[config.mk]
export PLATFORM = sky130hd
export DESIGN_NAME = buzzer_sequencer_flat
export DESIGN_NICKNAME = d
export VERILOG_FILES = /design/src/rtl/buzzer_sequencer_if.sv /design/src/rtl/buzzer_sequencer.sv /design/src/flat_wrapper.sv
export SDC_FILE = /design/constraint.sdc
export NUM_CORES = 1
export LEC_CHECK = 0
export BUFFER_PORTS_ARGS = -buffer_cell sky130_fd_sc_hd__buf_2
export CORE_MARGIN = 1
export CORE_UTILIZATION = 45
export CTS_CLUSTER_DIAMETER = 200
export CTS_CLUSTER_SIZE = 8
export DETAILED_ROUTE_END_ITERATION = 8
export GPL_ROUTABILITY_DRIVEN = 0
export PLACE_DENSITY_LB_ADDON = 0.15
export REMOVE_ABC_BUFFERS = 1
export SLEW_MARGIN = 10
export SYNTH_ARGS = -nofsm -noshare
export SYNTH_HDL_FRONTEND = slang
export SYNTH_SLANG_ARGS = --single-unit
[constraint.sdc]
create_clock -name clk -period 7.3 [get_ports clk]
set_input_delay 0.73 -clock clk [delete_from_list [all_inputs] [get_ports clk]]
set_output_delay 0.73 -clock clk [all_outputs]
set_load 0.01 [all_outputs]
[src/rtl/buzzer_sequencer_if.sv]
// Request/playback bundle between requesters and the buzzer sequencer.
// master = requester side, slave = sequencer side.
interface buzzer_sequencer_if;
    logic [2:0]  req;
    logic        abort;
    logic [31:0] freq;
    logic        tone_en;
    logic [2:0]  grant;
    logic        busy;
    logic        done;

    modport master (
        output req, abort,
        input  freq, tone_en, grant, busy, done
    );

    modport slave (
        input  req, abort,
        output freq, tone_en, grant, busy, done
    );
endinterface

[src/rtl/buzzer_sequencer.sv]
// Buzzer pattern sequencer: arbitrates three requesters and steps
// through the note ROM, driving frequency/duration to a tone generator.
module buzzer_sequencer #(
    parameter int MS_CYCLES = 50000,
    parameter int GAP_MS    = 50
) (
    input  logic clk,
    input  logic rst,
    buzzer_sequencer_if.slave bus
);
    typedef enum logic [2:0] {
        S_IDLE, S_LOAD, S_PLAY, S_GAP, S_DONE
    } state_t;

    localparam logic [31:0] MS      = 32'(MS_CYCLES);
    localparam logic [31:0] GAP_CYC = 32'(GAP_MS) * MS;

    state_t      r_state, w_next;
    logic [2:0]  r_pend,  w_pend;
    logic [1:0]  r_sel,   w_sel;
    logic [1:0]  r_idx,   w_idx;
    logic [31:0] r_cnt,   w_cnt;
    logic [2:0]  w_any;
    logic        w_last;

    logic [31:0] r_freq,  w_freq;
    logic        r_tone,  w_tone;
    logic [2:0]  r_grant, w_grant;
    logic        r_busy,  w_busy;
    logic        r_done,  w_done;

    function automatic logic [31:0] rom_freq(input logic [1:0] p,
                                             input logic [1:0] n);
        case ({p, n})
            4'b00_00: rom_freq = 32'd2000;
            4'b01_00: rom_freq = 32'd523;
            4'b01_01: rom_freq = 32'd659;
            4'b01_10: rom_freq = 32'd784;
            4'b10_00: rom_freq = 32'd200;
            4'b10_01: rom_freq = 32'd200;
            default:  rom_freq = 32'd0;
        endcase
    endfunction

    function automatic logic [31:0] rom_ms(input logic [1:0] p,
                                           input logic [1:0] n);
        case ({p, n})
            4'b00_00: rom_ms = 32'd30;
            4'b01_00: rom_ms = 32'd150;
            4'b01_01: rom_ms = 32'd150;
            4'b01_10: rom_ms = 32'd150;
            4'b10_00: rom_ms = 32'd300;
            4'b10_01: rom_ms = 32'd300;
            default:  rom_ms = 32'd1;
        endcase
    endfunction

    function automatic logic [1:0] rom_last(input logic [1:0] p);
        case (p)
            2'd1:    rom_last = 2'd2;
            2'd2:    rom_last = 2'd1;
            default: rom_last = 2'd0;
        endcase
    endfunction

    function automatic logic [2:0] sel_oh(input logic [1:0] p);
        sel_oh = 3'b001 << p;
    endfunction

    assign w_any  = bus.req | r_pend;
    assign w_last = (r_idx == rom_last(r_sel));

    // State register
    always_ff @(posedge clk) begin
        if (rst) r_state <= S_IDLE;
        else     r_state <= w_next;
    end

    // Next-state logic; abort wins over everything
    always_comb begin
        w_next = r_state;
        if (bus.abort) begin
            w_next = S_IDLE;
        end else begin
            case (r_state)
                S_IDLE: if (|w_any) w_next = S_LOAD;
                S_LOAD: w_next = S_PLAY;
                S_PLAY: if (r_cnt == 32'd0)
                            w_next = w_last ? S_DONE : S_GAP;
                S_GAP:  if (r_cnt == 32'd0) w_next = S_PLAY;
                S_DONE: w_next = S_IDLE;
                default: w_next = S_IDLE;
            endcase
        end
    end

    // Selection, pending requests, note index and duration counter
    always_comb begin
        w_pend = r_pend;
        w_sel  = r_sel;
        w_idx  = r_idx;
        w_cnt  = r_cnt;
        if (bus.abort) begin
            w_pend = 3'b000;
            w_idx  = 2'd0;
            w_cnt  = 32'd0;
        end else begin
            if (r_state == S_IDLE) begin
                if (w_any[2])      w_sel = 2'd2;
                else if (w_any[1]) w_sel = 2'd1;
                else if (w_any[0]) w_sel = 2'd0;
                w_pend = w_any & ~sel_oh(w_sel);
            end else begin
                w_pend = r_pend | bus.req;
            end
            if (r_state == S_LOAD)
                w_idx = 2'd0;
            if (r_state == S_GAP && w_next == S_PLAY)
                w_idx = r_idx + 2'd1;
            if (w_next == S_PLAY && r_state != S_PLAY)
                w_cnt = rom_ms(w_sel, w_idx) * MS - 32'd1;
            else if (w_next == S_GAP && r_state != S_GAP)
                w_cnt = GAP_CYC - 32'd1;
            else if (r_cnt != 32'd0 &&
                     (r_state == S_PLAY || r_state == S_GAP))
                w_cnt = r_cnt - 32'd1;
        end
    end

    // Output decode from the state being entered, so outputs register cleanly
    always_comb begin
        w_freq  = 32'd0;
        w_tone  = 1'b0;
        w_grant = 3'b000;
        w_busy  = (w_next != S_IDLE);
        w_done  = (w_next == S_DONE);
        if (w_next != S_IDLE)
            w_grant = sel_oh(w_sel);
        if (w_next == S_PLAY) begin
            w_freq = rom_freq(w_sel, w_idx);
            w_tone = 1'b1;
        end
    end

    // Datapath and output registers
    always_ff @(posedge clk) begin
        if (rst) begin
            r_pend  <= 3'b000;
            r_sel   <= 2'd0;
            r_idx   <= 2'd0;
            r_cnt   <= 32'd0;
            r_freq  <= 32'd0;
            r_tone  <= 1'b0;
            r_grant <= 3'b000;
            r_busy  <= 1'b0;
            r_done  <= 1'b0;
        end else begin
            r_pend  <= w_pend;
            r_sel   <= w_sel;
            r_idx   <= w_idx;
            r_cnt   <= w_cnt;
            r_freq  <= w_freq;
            r_tone  <= w_tone;
            r_grant <= w_grant;
            r_busy  <= w_busy;
            r_done  <= w_done;
        end
    end

    assign bus.freq    = r_freq;
    assign bus.tone_en = r_tone;
    assign bus.grant   = r_grant;
    assign bus.busy    = r_busy;
    assign bus.done    = r_done;
endmodule

[src/flat_wrapper.sv]
// flat-port wrapper written by rule: the top's interface ports become plain ports
module buzzer_sequencer_flat 
#(
    parameter int MS_CYCLES = 50000,
    parameter int GAP_MS    = 50
)
  (clk, rst, bus_req, bus_abort, bus_freq, bus_tone_en, bus_grant, bus_busy, bus_done);
  buzzer_sequencer_if bus_i ();
  input  logic clk;
  input  logic rst;
  input wire logic [$bits(bus_i.req)-1:0] bus_req;
  input wire logic [$bits(bus_i.abort)-1:0] bus_abort;
  output wire logic [$bits(bus_i.freq)-1:0] bus_freq;
  output wire logic [$bits(bus_i.tone_en)-1:0] bus_tone_en;
  output wire logic [$bits(bus_i.grant)-1:0] bus_grant;
  output wire logic [$bits(bus_i.busy)-1:0] bus_busy;
  output wire logic [$bits(bus_i.done)-1:0] bus_done;
  assign bus_i.req = bus_req;
  assign bus_i.abort = bus_abort;
  assign bus_freq = bus_i.freq;
  assign bus_tone_en = bus_i.tone_en;
  assign bus_grant = bus_i.grant;
  assign bus_busy = bus_i.busy;
  assign bus_done = bus_i.done;
  buzzer_sequencer #(.MS_CYCLES(MS_CYCLES), .GAP_MS(GAP_MS)) u_core (.clk(clk), .rst(rst), .bus(bus_i));
endmodule
==> results.json <==
{
  "vias_per_cell": 5.52,
  "grt_first_pass_wirelength_um": 17100,
  "postCtsSetupRepairBufs": 0,
  "unrepaired_setup_endpoints_after_global_routing": "no",
  "final_period_minus_worst_setup_slack_ns": 6.75,
  "chip_width_um": 99.5,
  "critical-path-top-cell-by-count": "sky130_fd_sc_hd__ha_1",
  "swShare_pct": 40.8,
  "powerDensity_nw_per_um2": 213,
  "regArea_um2": 1120,
  "p_leak_nw": 1.98,
  "gr-usage-all-layers_pct": 21.8,
  "layout-area-overhead-vs-synth_pct": 5.88,
  "fin_crit_sh_pct": 92.5,
  "report.final.hold_viol_count": 0,
  "yosysTopAreaCellShare_pct": 26.2,
  "cp.arrival_ns": 6.97,
  "h-tree-depth": 2,
  "yosys.cell_count.top_type": "sky130_fd_sc_hd__nor2_1",
  "power.share.combinational_pct": 47.0,
  "final.setup.tns_ns": 0,
  "n_antenna_cell": 0,
  "postLayoutSetupSlackWorst_ns": 0.550,
  "grt_max_degree": 24,
  "first_global_vias": 3458,
  "crit_type": "flip-flop to flip-flop",
  "io_pins": 44,
  "dr.first_iter.drc_count": 286,
  "antenna_left": 0,
  "holdWs_ns": 0.501,
  "critPathTopFamily": "simple AND/OR/NAND/NOR gates",
  "post_synth_instance_area_um2": 4280,
  "drive_gt1_share_pct": 9.39,
  "total_switching_power_mw": 0.394,
  "required_ns": 7.52,
  "irDropWorstVdd_mv": 0.124,
  "cp_slowest_stage_delay_ns": 0.64,
  "buffer_ports.inserted": 20,
  "slew_headroom_pct": 38.7,
  "floorplan.initialDensity_pct": 46.3,
  "postSynthRegisterBits": 56,
  "core_area_um2": 9240,
  "fp-row-count": 35,
  "multi_input_comb_area_um2": 2930,
  "dp.final_hpwl_um": 7850,
  "worstMarginPinSlew_ns": 0.916,
  "internal-power_mw": 0.572,
  "max_cap_violations": 0,
  "skew_pair_late_insertion_delay_ns": 0.32,
  "synth_top_area_cell": "sky130_fd_sc_hd__dfxtp_1",
  "chipHeight_um": 99.5,
  "pre_cts_setup_slack_ns": 0.388,
  "report.power.total_mw": 0.966,
  "share_of_flip_flops_with_an_asynchronous_set_or_reset_after_synthesis_pct": 0,
  "synth_seq_area_share_pct": 26.2,
  "yosysWarningCount": 0,
  "synthTopCellsByCount": "sky130_fd_sc_hd__nor2_1 (70), sky130_fd_sc_hd__dfxtp_1 (56), sky130_fd_sc_hd__a21oi_1 (44), sky130_fd_sc_hd__ha_1 (43), sky130_fd_sc_hd__nor3_1 (34)",
  "clkSinkCount": 56,
  "crit_path_max_fanout": 10,
  "clkSlewWorstSetupHoldPaths_ns": 0.11,
  "final_max_slew_viol_count": 0,
  "dp_cells": 675,
  "ctsRootBufferMaster": "sky130_fd_sc_hd__clkbuf_8",
  "drcViolationCount": 0,
  "grt_antenna_before_repair": 0,
  "via_count": 3767,
  "timing.critical_path.from_type": "flip-flop",
  "clock_tree.buffer_depth": 2,
  "wl_per_cell_um": 15.3,
  "design_area_um2": 4530,
  "routed_wl_um": 10500,
  "tritoncts.num_buffers": 5,
  "achievable-frequency_mhz": 148,
  "finalNetCount": 607,
  "cts_tree": "yes",
  "final_cells": 683,
  "clkPwrFrac_pct": 19.4,
  "fill_cell_total_of_the_finished_layout": 894,
  "synth-edff-count": 0,
  "worst-path-buf-inv": 2,
  "synth_top_cells_by_area": "sky130_fd_sc_hd__dfxtp_1 (26%), sky130_fd_sc_hd__ha_1 (13%), sky130_fd_sc_hd__nor2_1 (6.1%)",
  "status": "finished clean",
  "yosys_most_used_dff": "sky130_fd_sc_hd__dfxtp_1",
  "drt-pass1-iter-count": 5,
  "dpl-instance-area_um2": 4410,
  "synthesis.area_per_instance_um2": 7.93,
  "worst_hold_path_type": "flip-flop to flip-flop",
  "sequentialPowerShare_pct": 33.6,
  "critPathSlowestCell": "sky130_fd_sc_hd__or4_1",
  "synthCells": 540,
  "report.final.setup_viol": 0,
  "ys_types": 65,
  "die-area_um2": 9910,
  "finClkSkew_ns": 0.00825,
  "postLayoutCoreUtil_pct": 49.0,
  "worst_setup_path_end_kind": "flip-flop",
  "globalRoute.totalOverflow": 0
}
-- final cells by class --
cell class | instances | share of cell area (%)
well taps | 129 | 3.56
clock inverters | 1 | 0.166
multi-input cells | 441 | 64.6
repair buffers | 25 | 3.04
clock buffers | 7 | 1.91
inverters | 24 | 1.99
flip-flops and latches | 56 | 24.7
-- layout by cell type (no fill, tap or decap), drive strengths merged, types with 8 or more instances in the layout --
cell type  instances
ha                43
nand2b             9
nor4               8
xor2              11
dfxtp             56
nand2             31
conb              25
o21ai             22
inv               23
nor2              71
or3                8
a31oi              8
buf               25
nor3              34
xnor2             21
nand3             11
a21oi             45
-- worst register-to-register path, delay by kind of cell (launching register included) --
family | cells | cell delay (ns)
and+or+nand+nor | 9 | 2.55
muxes | 1 | 0.27
AOI/OAI and AO/OA | 5 | 1.10
xor gates and xnor gates | 3 | 0.46
DFF | 1 | 0.37
buffers and inverters | 2 | 0.10
adders and majority gates | 5 | 1.79
-- routing by layer --
metal	routed length [um]	up-vias	global-route usage (%)	part of all wire, %
met3	491	14	2.67	4.7
met1	4850	1752	29.2	46
li1	-	1895	-	-
met4	157	0	6.11	1.5
met5	0	-	0	0
met2	4960	106	37.0	47
-- logic make-up after synthesis --
logic type,Yosys count,synth area share (%)
buf+inv,66,8.01
xor+xnor,32,6.55
simple gates,211,24.7
fa+ha+maj,49,15.1
compound gates,120,18.3
other cells,2,0.175
mux,4,0.935
flops,56,26.2
-- worst paths after layout --
check                   startpoint               end  slack (ns)  depth (start not counted)
setup / recovery  u_core.r_cnt[11]  u_core.r_cnt[19]        0.55                         25
hold / removal     u_core.r_cnt[8]   u_core.r_cnt[8]        0.50                          2
setup reg to reg  u_core.r_cnt[11]  u_core.r_cnt[19]        0.55                         25
hold reg to reg    u_core.r_cnt[8]   u_core.r_cnt[8]        0.50                          2
-- power by group through the flow --
stage	sequential, mW	combinational (mW)	clock [mW]
after floorplan	0.330	0.336	0
after global placement	0.330	0.445	0
after detailed placement	0.331	0.448	0
after CTS	0.324	0.452	0.193
after global routing	0.325	0.507	0.199
final	0.324	0.454	0.188
-- what timing repair did --
action                     CTS  global route
hold buffers                 0             0
resized for setup            0             4
setup endpoints to repair    0             2
-- sequential cells by signal (all words and copies together) (netlist names) --
name and count:
u_core.bus.freq 8, u_core.bus.tone_en 1, u_core.r_state 3, u_core.r_sel 2, u_core.bus.busy 1, u_core.r_cnt 32, u_core.bus.done 1, u_core.r_pend 3
u_core.r_idx 2, u_core.bus.grant 3
(Power assumes the default switching activity.)
